`config.mk`:
```
export PLATFORM = sky130hd
export DESIGN_NAME = demux_dispatch
export DESIGN_NICKNAME = d
export VERILOG_FILES = /design/src/rtl/demux_dispatch_pkg.sv /design/src/rtl/demux_slot.sv /design/src/rtl/demux_dispatch.sv
export SDC_FILE = /design/constraint.sdc
export NUM_CORES = 1
export LEC_CHECK = 0
export CAP_MARGIN = 5
export CELL_PAD_IN_SITES_DETAIL_PLACEMENT = 1
export CELL_PAD_IN_SITES_GLOBAL_PLACEMENT = 2
export CORE_ASPECT_RATIO = 0.7
export CORE_MARGIN = 2
export CORE_UTILIZATION = 27
export DETAILED_ROUTE_END_ITERATION = 8
export GPL_ROUTABILITY_DRIVEN = 0
export GPL_TIMING_DRIVEN = 0
export HOLD_SLACK_MARGIN = 0.05
export PLACE_DENSITY = 0.8
export SYNTH_ARGS = -nofsm -noshare
export SYNTH_HDL_FRONTEND = slang
export SYNTH_SLANG_ARGS = --single-unit
```
`constraint.sdc`:
```
create_clock -name clk -period 1.47 [get_ports clk]
set_clock_uncertainty 0.1 [all_clocks]
set_input_delay 0.3675 -clock clk [delete_from_list [all_inputs] [get_ports clk]]
set_output_delay 0.3675 -clock clk [all_outputs]
set_load 0.005 [all_outputs]
```
`src/rtl/demux_dispatch_pkg.sv`:
```
`default_nettype none
// ============================================================================
// Module   : demux_dispatch_pkg
// Purpose  : Shared constants and helpers for the write-back dispatch demux.
//            Holds the datapath width, the default channel count, the slot
//            state encoding and the valid/ready fire helper.
// Revision : 1.0 - initial release
// ============================================================================
package demux_dispatch_pkg;

  localparam int DATA_W        = 32;
  localparam int N_OUT_DEFAULT = 4;

  // Per-slot state encoding; a slot is either holding a word or not.
  localparam logic [0:0] c_slot_empty = 1'b0;
  localparam logic [0:0] c_slot_full  = 1'b1;

  // Saturation value of the drop counter.
  localparam logic [7:0] c_drop_max = 8'hFF;

  // A transfer happens on a side when both valid and ready are high.
  function automatic logic fire(input logic valid, input logic ready);
    return valid & ready;
  endfunction

endpackage
`default_nettype wire

```
`src/rtl/demux_slot.sv`:
```
`default_nettype none
// ============================================================================
// Module   : demux_slot
// Purpose  : One-entry holding register for a single dispatch channel.
//            Filled from the shared producer side, drained by its own consumer.
// Ports    : clk, rst_n        - clock / async active-low reset
//            i_fill            - producer transfer addressed to this slot fires
//            i_fill_data       - payload to latch on fill
//            i_ready           - consumer accepts this cycle
//            o_valid           - slot holds a word
//            o_data            - held word (keeps last value after drain)
// Revision : 1.0 - initial release
// ============================================================================
module demux_slot
  import demux_dispatch_pkg::*;
#(
  parameter int WIDTH = DATA_W
) (
  input  logic             clk,
  input  logic             rst_n,
  input  logic             i_fill,
  input  logic [WIDTH-1:0] i_fill_data,
  input  logic             i_ready,
  output logic             o_valid,
  output logic [WIDTH-1:0] o_data
);

  logic [0:0]       r_state;
  logic [WIDTH-1:0] r_data;
  logic             w_drain;

  assign o_valid = (r_state == c_slot_full);
  assign o_data  = r_data;
  assign w_drain = fire(o_valid, i_ready);

  // The top only grants a fill when the slot is empty or draining this
  // cycle, so a fill always wins and keeps the slot full with the new word.
  always_ff @(posedge clk or negedge rst_n) begin
    if (!rst_n) begin
      r_state <= c_slot_empty;
      r_data  <= '0;
    end else begin
      case (r_state)
        c_slot_empty: begin
          if (i_fill) begin
            r_state <= c_slot_full;
            r_data  <= i_fill_data;
          end
        end
        c_slot_full: begin
          if (i_fill) begin
            r_data <= i_fill_data;
          end else if (w_drain) begin
            r_state <= c_slot_empty;
          end
        end
        default: r_state <= c_slot_empty;
      endcase
    end
  end

endmodule
`default_nettype wire

```
`src/rtl/demux_dispatch.sv`:
```
`default_nettype none
// ============================================================================
// Module   : demux_dispatch
// Purpose  : Steers one producer stream to one of N_OUT consumers selected
//            per transfer by in_sel. Each channel has a one-entry slot so a
//            stalled consumer only blocks transfers addressed to it.
//            Out-of-range selects are accepted and dropped with a one-cycle
//            sel_err pulse and a saturating drop count.
// Ports    : clk, rst_n                 - clock / async active-low reset
//            in_valid/in_ready/in_data/in_sel - producer handshake
//            out_valid/out_ready/out_data     - per-channel consumer handshake,
//                                               channel k at [k*WIDTH +: WIDTH]
//            sel_err                   - pulse after a dropped transfer
//            drop_cnt                  - saturating dropped-transfer count
// Revision : 1.0 - initial release
// ============================================================================
module demux_dispatch
  import demux_dispatch_pkg::*;
#(
  parameter int WIDTH = DATA_W,
  parameter int N_OUT = N_OUT_DEFAULT,
  parameter int SEL_W = $clog2(N_OUT)
) (
  input  logic                   clk,
  input  logic                   rst_n,
  input  logic                   in_valid,
  output logic                   in_ready,
  input  logic [WIDTH-1:0]       in_data,
  input  logic [SEL_W-1:0]       in_sel,
  output logic [N_OUT-1:0]       out_valid,
  input  logic [N_OUT-1:0]       out_ready,
  output logic [N_OUT*WIDTH-1:0] out_data,
  output logic                   sel_err,
  output logic [7:0]             drop_cnt
);

  // One extra bit so N_OUT itself is representable for the range compare.
  localparam logic [SEL_W:0] c_n_out = (SEL_W+1)'(N_OUT);

  logic [N_OUT-1:0] w_sel_hit;
  logic [N_OUT-1:0] w_slot_open;
  logic [N_OUT-1:0] w_fill;
  logic             w_sel_ok;
  logic             w_in_fire;
  logic             w_drop;
  logic             r_sel_err;
  logic [7:0]       r_drop_cnt;

  assign w_sel_ok = ({1'b0, in_sel} < c_n_out);

  generate
    for (genvar k = 0; k < N_OUT; k++) begin : g_chan
      assign w_sel_hit[k]   = (in_sel == SEL_W'(k));
      // A slot can take a word if empty or if its word leaves this cycle.
      assign w_slot_open[k] = ~out_valid[k] | out_ready[k];
      assign w_fill[k]      = w_in_fire & w_sel_hit[k];

      demux_slot #(
        .WIDTH (WIDTH)
      ) u_slot (
        .clk         (clk),
        .rst_n       (rst_n),
        .i_fill      (w_fill[k]),
        .i_fill_data (in_data),
        .i_ready     (out_ready[k]),
        .o_valid     (out_valid[k]),
        .o_data      (out_data[k*WIDTH +: WIDTH])
      );
    end
  endgenerate

  // Out-of-range selects are always accepted (and discarded); otherwise
  // readiness follows the addressed slot only, never in_valid.
  assign in_ready  = ~w_sel_ok | (|(w_sel_hit & w_slot_open));
  assign w_in_fire = fire(in_valid, in_ready);
  assign w_drop    = w_in_fire & ~w_sel_ok;

  always_ff @(posedge clk or negedge rst_n) begin
    if (!rst_n) begin
      r_sel_err  <= 1'b0;
      r_drop_cnt <= '0;
    end else begin
      r_sel_err <= w_drop;
      if (w_drop && (r_drop_cnt != c_drop_max)) begin
        r_drop_cnt <= r_drop_cnt + 8'd1;
      end
    end
  end

  assign sel_err  = r_sel_err;
  assign drop_cnt = r_drop_cnt;

endmodule
`default_nettype wire
```
==> results of run 1 <==
==> sequential cells by signal, summed over array words and instances, names as in the netlist <==
| name | cells |
|---|---|
| g_chan.u_slot.o_valid | 4 |
| g_chan.u_slot.o_data | 128 |
==> layer usage <==
| metal | vias to the layer above | share of wire [%] | global-route usage (%) | routed length (microns) |
|---|---|---|---|---|
| met2 | 104 | 47 | 27.8 | 8040 |
| met5 | - | 0 | 0 | 0 |
| met4 | 0 | 0.66 | 3.83 | 113 |
| met3 | 8 | 5.9 | 6.08 | 1020 |
| met1 | 1941 | 47 | 24.2 | 8050 |
| li1 | 1617 | - | - | - |
==> power groups by stage <==
stage / Sequential (uW) / Combinational, uW / Clock [uW]
floorplan: 4870 / 841 / 0
global placement: 4840 / 2820 / 0
detailed placement: 4880 / 2900 / 0
CTS: 4810 / 3210 / 4570
global route: 4930 / 3430 / 4790
finish: 4830 / 3210 / 4470
==> critical path: stages, from the launching register on <==
cell and delay [ns]:
dfrtp_1 0.40, nand2b_4 0.06, mux4_2 0.48, buf_6 0.14
==> metrics by stage <==
stage	hold slack [ns]	power [uW]	std cells	instance area, sq um
detailed placement	0.295	7780	729	7250
finish	0.0976	12500	843	8950
floorplan	-0.0281	5710	314	5200
global placement	0.371	7660	728	7220
global route	0.102	13200	843	8950
CTS	0.0744	12600	840	8930
==> cell families after synthesis <==
group                  count (synthesis)  synth area share (%)
AOI/OAI and AO/OA                      1                0.0980
muxes                                129                  28.7
and+or+nand+nor                       15                  1.89
DFF                                  132                  64.8
other                                  1                0.0735
buffers and inverters                 28                  4.49
==> worst min path at each step <==
stage / slack (ns) / depth (start not counted) / endpoint / from
after floorplan: -0.03 / 0 / g_chan[0].u_slot.o_data[0] / rst_n
after global placement: 0.37 / 1 / g_chan[2].u_slot.o_data[30] / g_chan[2].u_slot.o_data[30]
after detailed placement: 0.30 / 1 / g_chan[3].u_slot.o_data[18] / rst_n
after CTS: 0.07 / 3 / g_chan[1].u_slot.o_valid / in_sel[0]
after global routing: 0.10 / 2 / g_chan[2].u_slot.o_valid / in_sel[0]
final: 0.1 / 3 / g_chan[1].u_slot.o_valid / in_sel[0]
==> layout by cell type, fill, tap and decap left out, types with 2 or more instances in the layout <==
cell,instances
buf_4,53
bufinv_16,3
buf_6,19
clkinv_4,4
buf_16,11
nand2_1,5
buf_8,2
clkdlybuf4s50_1,32
buf_2,128
dlygate4sd2_1,6
clkbuf_8,5
nand2b_4,4
dfrtp_1,132
buf_12,30
nor2b_4,2
clkbuf_16,17
mux2_4,127
conb_1,9
==> layout make-up <==
class / count / area (sq um)
buffer: 24 / 350
sequential: 132 / 3300
multi-input combinational: 154 / 2130
clock inverter: 10 / 146
clock buffer: 22 / 484
timing repair buffer: 259 / 2230
fill: 1887 / 9760
tap: 242 / 303
==> timing repair <==
item,in CTS,in global routing
cloned,12,0
endpoints found under the hold margin,63,0
pin swaps,2,0
hold buffers,1,0
gates resized for setup,720,12
setup buffers,69,9
setup endpoints to repair,260,195
==> run metrics, run 1 <==
status complete, but fails checks; violated checks negative setup slack; initial core utilization 27.3%; Worst-Skew Late Latency 0.41 ns; syn_area_per_cell approximately 17 sq um; number of max-cap violations 0; Slew HR a little over three fifths; worst IR drop on VDD 614 uV; CTS tree yes; synth unique cells 18; Worst-Margin Slew 0.551 ns; Critical R2R Launch g_chan[2].u_slot.o_valid; final core occ between 40% and 50%; Ys Warns 0; HPWL after DPL around 10000 microns; Pint 9360 uW; Die W between 150 and 200 microns; gr usage total 17.8%; Layout Nets 629; top cell type's share of synthesized area about two thirds; Worst-path clk slew approximately 0.060 ns; vias in the first global route around 4200; Logic pwr share 25.6%; post-synthesis cell count 306; Core Region 18700 sq um; Post-synth EDFFs 0; fraction of layout cells with a size suffix above 1 68.7%; ys flop type dfrtp_1; residual DRC count 0; global-route wire length before repair 26700 microns; sequential share of power between 30% and 40%; die area between 20000 and 25000 sq um; Worst Setup EP in_ready; H-tree depth 4; Via density 4.35; Detail Route Antenna Nets 0; max-slew violations 0; vias 3670; Tcrit/Tclk final 133%; PwrDens 1400 nW/um^2; sequential fraction of the synthesis area roughly two thirds; r2r worst-path depth 9; setup ws final -0.485 ns; HP Class in2reg; largest cells by area after synthesis dfrtp_1, mux2_2, buf_6; Ports 183; crit path DAT 1.49 ns; antenna cells 0; DR WL/cell between 20 and 25 microns; clk root buf clkbuf_16; drt initial violations between 150 and 200; list of most frequent post-synthesis cells dfrtp_1, mux2_2, buf_4, buf_6; Pre-antenna DRT Iters 4; Critical Path Start Type flip-flop; Port-buffer cells 172; clock tree buffer depth 2; CP startpoint g_chan[3].u_slot.o_valid; unrepaired setup endpoints after global routing true; final hold violation count 0; pin count of the biggest net entering global routing 70; TNS Setup -33.03 ns; Seq cells post-synth 132; Post-Route WL 17200 microns; Congestion Overflow GR 0; post-place setup slack -0.908 ns; row cnt 42; Clock Power Share 35.7%; FFs w/ async S/R, synth 100%; Psw 3150 uW; reg2reg end g_chan[2].u_slot.o_data[5]; CTS Buf Count 17; Worst Setup End Kind output port; cell taking the most area after synthesis dfrtp_1; Worst Path Required 1.00 ns; fmax 511 MHz; Sw Ratio 25.1%; Syn-to-layout area delta 75.4%; initial antenna violation count 0; CTS Sinks 132; reg2reg setup slack -0.40 ns; final setup vio count approximately 130; Crit Path Max Fanout 2; Tmin final approximately 2.0 ns; synthesized area 5100 sq um; crit path kind reg2out; die height 119 microns; Leakage 0.00444 uW; most frequent cell after synthesis dfrtp_1
No activity file was read; power rests on OpenSTA's default activity.
==> run 2: changes to the inputs <==
--- a/config.mk
+++ b/config.mk
@@ -16,6 +16,7 @@
 export GPL_TIMING_DRIVEN = 0
 export HOLD_SLACK_MARGIN = 0.05
 export PLACE_DENSITY = 0.8
+export SLEW_MARGIN = 20
 export SYNTH_ARGS = -nofsm -noshare
 export SYNTH_HDL_FRONTEND = slang
 export SYNTH_SLANG_ARGS = --single-unit
==> run metrics, run 2 (synthesis gave the netlist of run 1 again) <==
final hold violation count 0 (unchanged); Critical Path Start Type flip-flop; Post-Route WL 17100 microns (-0.76%); gr usage total 17.8% (-0.060 points); Non-Filler Instances 832 (-1.3%); vias in the first global route 4302 (+1.2%); Buf/Inv on CP 1 (unchanged); Detail Route Antenna Nets 0 (unchanged); max reg flops 128 (unchanged); HP Class in2reg; worst IR drop on VDD 573 uV (-6.7%); Core Region 18700 sq um (unchanged); drt initial violations 165 (+6.5%); clk root buf clkbuf_16; residual DRC count 0 (unchanged); final core occ 46.4% (-1.5 points); Congestion Overflow GR 0 (unchanged); Via density 4.36 (+0.16%); Syn-to-layout area delta 70.0%; CTS Buf Count 17 (unchanged); most frequent cells in the layout dfrtp_1, buf_2, mux2_4; initial antenna violation count 0 (unchanged); setup ws final -0.498 ns (-0.0129 ns); cell family with most CP delay multiplexers; HPWL after DPL 9760 microns (+0.17%); PwrDens 1370 nW/um^2 (-1.9%); Worst Path Required 1.00 ns (about the same); CTS Sinks 132 (unchanged); row cnt 42 (unchanged); Hold Slack 0.0989 ns (+0.00135 ns); Leakage 0.00431 uW (-3.0%); Ports 183 (unchanged); most common cell after layout, fill and taps aside dfrtp_1; Die W 168 microns (unchanged); status complete, but fails checks; reg2reg setup slack -0.33 ns (+0.07 ns); Layout Nets 620 (-1.4%); max-slew violations 0 (unchanged); die height 119 microns (unchanged); crit path DAT 1.50 ns (about the same); Tmin final 1.97 ns (+0.0129 ns); antenna cells 0 (unchanged); crit path kind reg2out; critical path's largest stage delay 0.48 ns (about the same); pin count of the biggest net entering global routing 70 (unchanged); post-place instance area 7250 sq um (about the same); violated checks negative setup slack; fraction of layout cells with a size suffix above 1 67.8% (-0.92 points); Port-buffer cells 172 (unchanged); final setup vio count 119 (-11%); clock tree buffer depth 2 (unchanged); total power 11900 uW (-4.9%); critical path's slowest cell mux4_2; global-route wire length before repair 26700 microns (+0.10%); Worst-path clk slew 0.05 ns (about the same); Slew HR 66.2% (+2.9 points); Worst-Skew Late Latency 0.40 ns (about the same); unrepaired setup endpoints after global routing true; cell total after placement 729 (unchanged); CTS tree yes; Tcrit/Tclk final 134% (+0.88 points); number of max-cap violations 0 (unchanged); die area 20000 sq um (unchanged); vias 3628 (-1.1%); critical path cell sequence nand2b_4, mux4_2, buf_2; DR WL/cell 20.5 microns (+0.56%); initial core utilization 27.3% (unchanged); Final Cell Area 8670 sq um (-3.1%); fmax 508 MHz (-0.66%); Worst-Margin Slew 0.507 ns (-0.0441 ns); Crit Path Max Fanout 2 (unchanged); Pre-antenna DRT Iters 4 (unchanged); H-tree depth 4 (unchanged); Worst Setup End Kind output port
-- run 2: cell types whose count changed in the layout (fill, tap and decap cells not counted), sizes merged --
cell / before / now
clkbuf: 23 / 21
buf: 243 / 235
clkinvlp: 1 / 4
bufinv: 3 / 1
inv: 1 / 0
clkinv: 5 / 4
-- run 2: final cells by class --
cell class | instances | area (sq um)
Fill cell | 1909 | 10000
Sequential cell | 132 | 3300
Multi-Input combinational cell | 154 | 2130
Timing Repair Buffer | 253 | 2110
Clock buffer | 21 | 450
Tap cell | 242 | 303
Buffer | 21 | 290
Clock inverter | 9 | 83.8
-- run 2: what timing repair did --
action,CTS,global route
endpoints found under the hold margin,63,0
gates cloned,12,0
resized for setup,721,15
setup endpoints to repair,261,134
pin swaps,2,0
setup buffers,67,7
hold buffers,1,0
-- run 2: final timing paths --
kind | start | depth (start not counted) | end
hold / removal | in_sel[0] | 3 | g_chan[1].u_slot.o_valid
setup / recovery | g_chan[3].u_slot.o_valid | 3 | in_ready
min in group asynchronous | rst_n | 2 | g_chan[3].u_slot.o_data[18]
max in group asynchronous | rst_n | 3 | g_chan[2].u_slot.o_data[0]
hold reg to reg | g_chan[0].u_slot.o_data[12] | 1 | g_chan[0].u_slot.o_data[12]
setup reg to reg | g_chan[2].u_slot.o_valid | 8 | g_chan[2].u_slot.o_data[5]
-- run 2: metal layers --
metal | share of wire (%) | GRT usage, % | vias to the layer above
met4 | 0.92 | 4.36 | 0
li1 | - | - | 1585
met1 | 48 | 24.3 | 1922
met2 | 46 | 27.6 | 109
met5 | 0 | 0 | -
met3 | 5.5 | 5.48 | 12
-- run 2: report_power, final --
group          total, uW  leakage [uW]  internal [uW]  switching (uW)
sequential          4830       0.00157           4390             438
combinational       3160       0.00249           2070            1090
clock               3910      0.000251           2340            1560
total              11900       0.00431           8800            3090
-- run 2: worst reg2reg max path, cell delays in order (launching register included) --
cell	delay [ns]
dfrtp_1	0.40
nand2b_4	0.08
buf_6	0.09
buf_6	0.08
nor3b_4	0.20
buf_12	0.17
buf_12	0.12
buf_16	0.13
mux2_4	0.30
-- run 2: per-stage QoR --
step	worst slack, ns	TNS (ns)
global placement	-5.23	-784.39
CTS	-0.495	-20.40
finish	-0.498	-24.48
detailed placement	-0.899	-98.93
floorplan	-0.0229	-1.71
global route	-0.565	-31.45
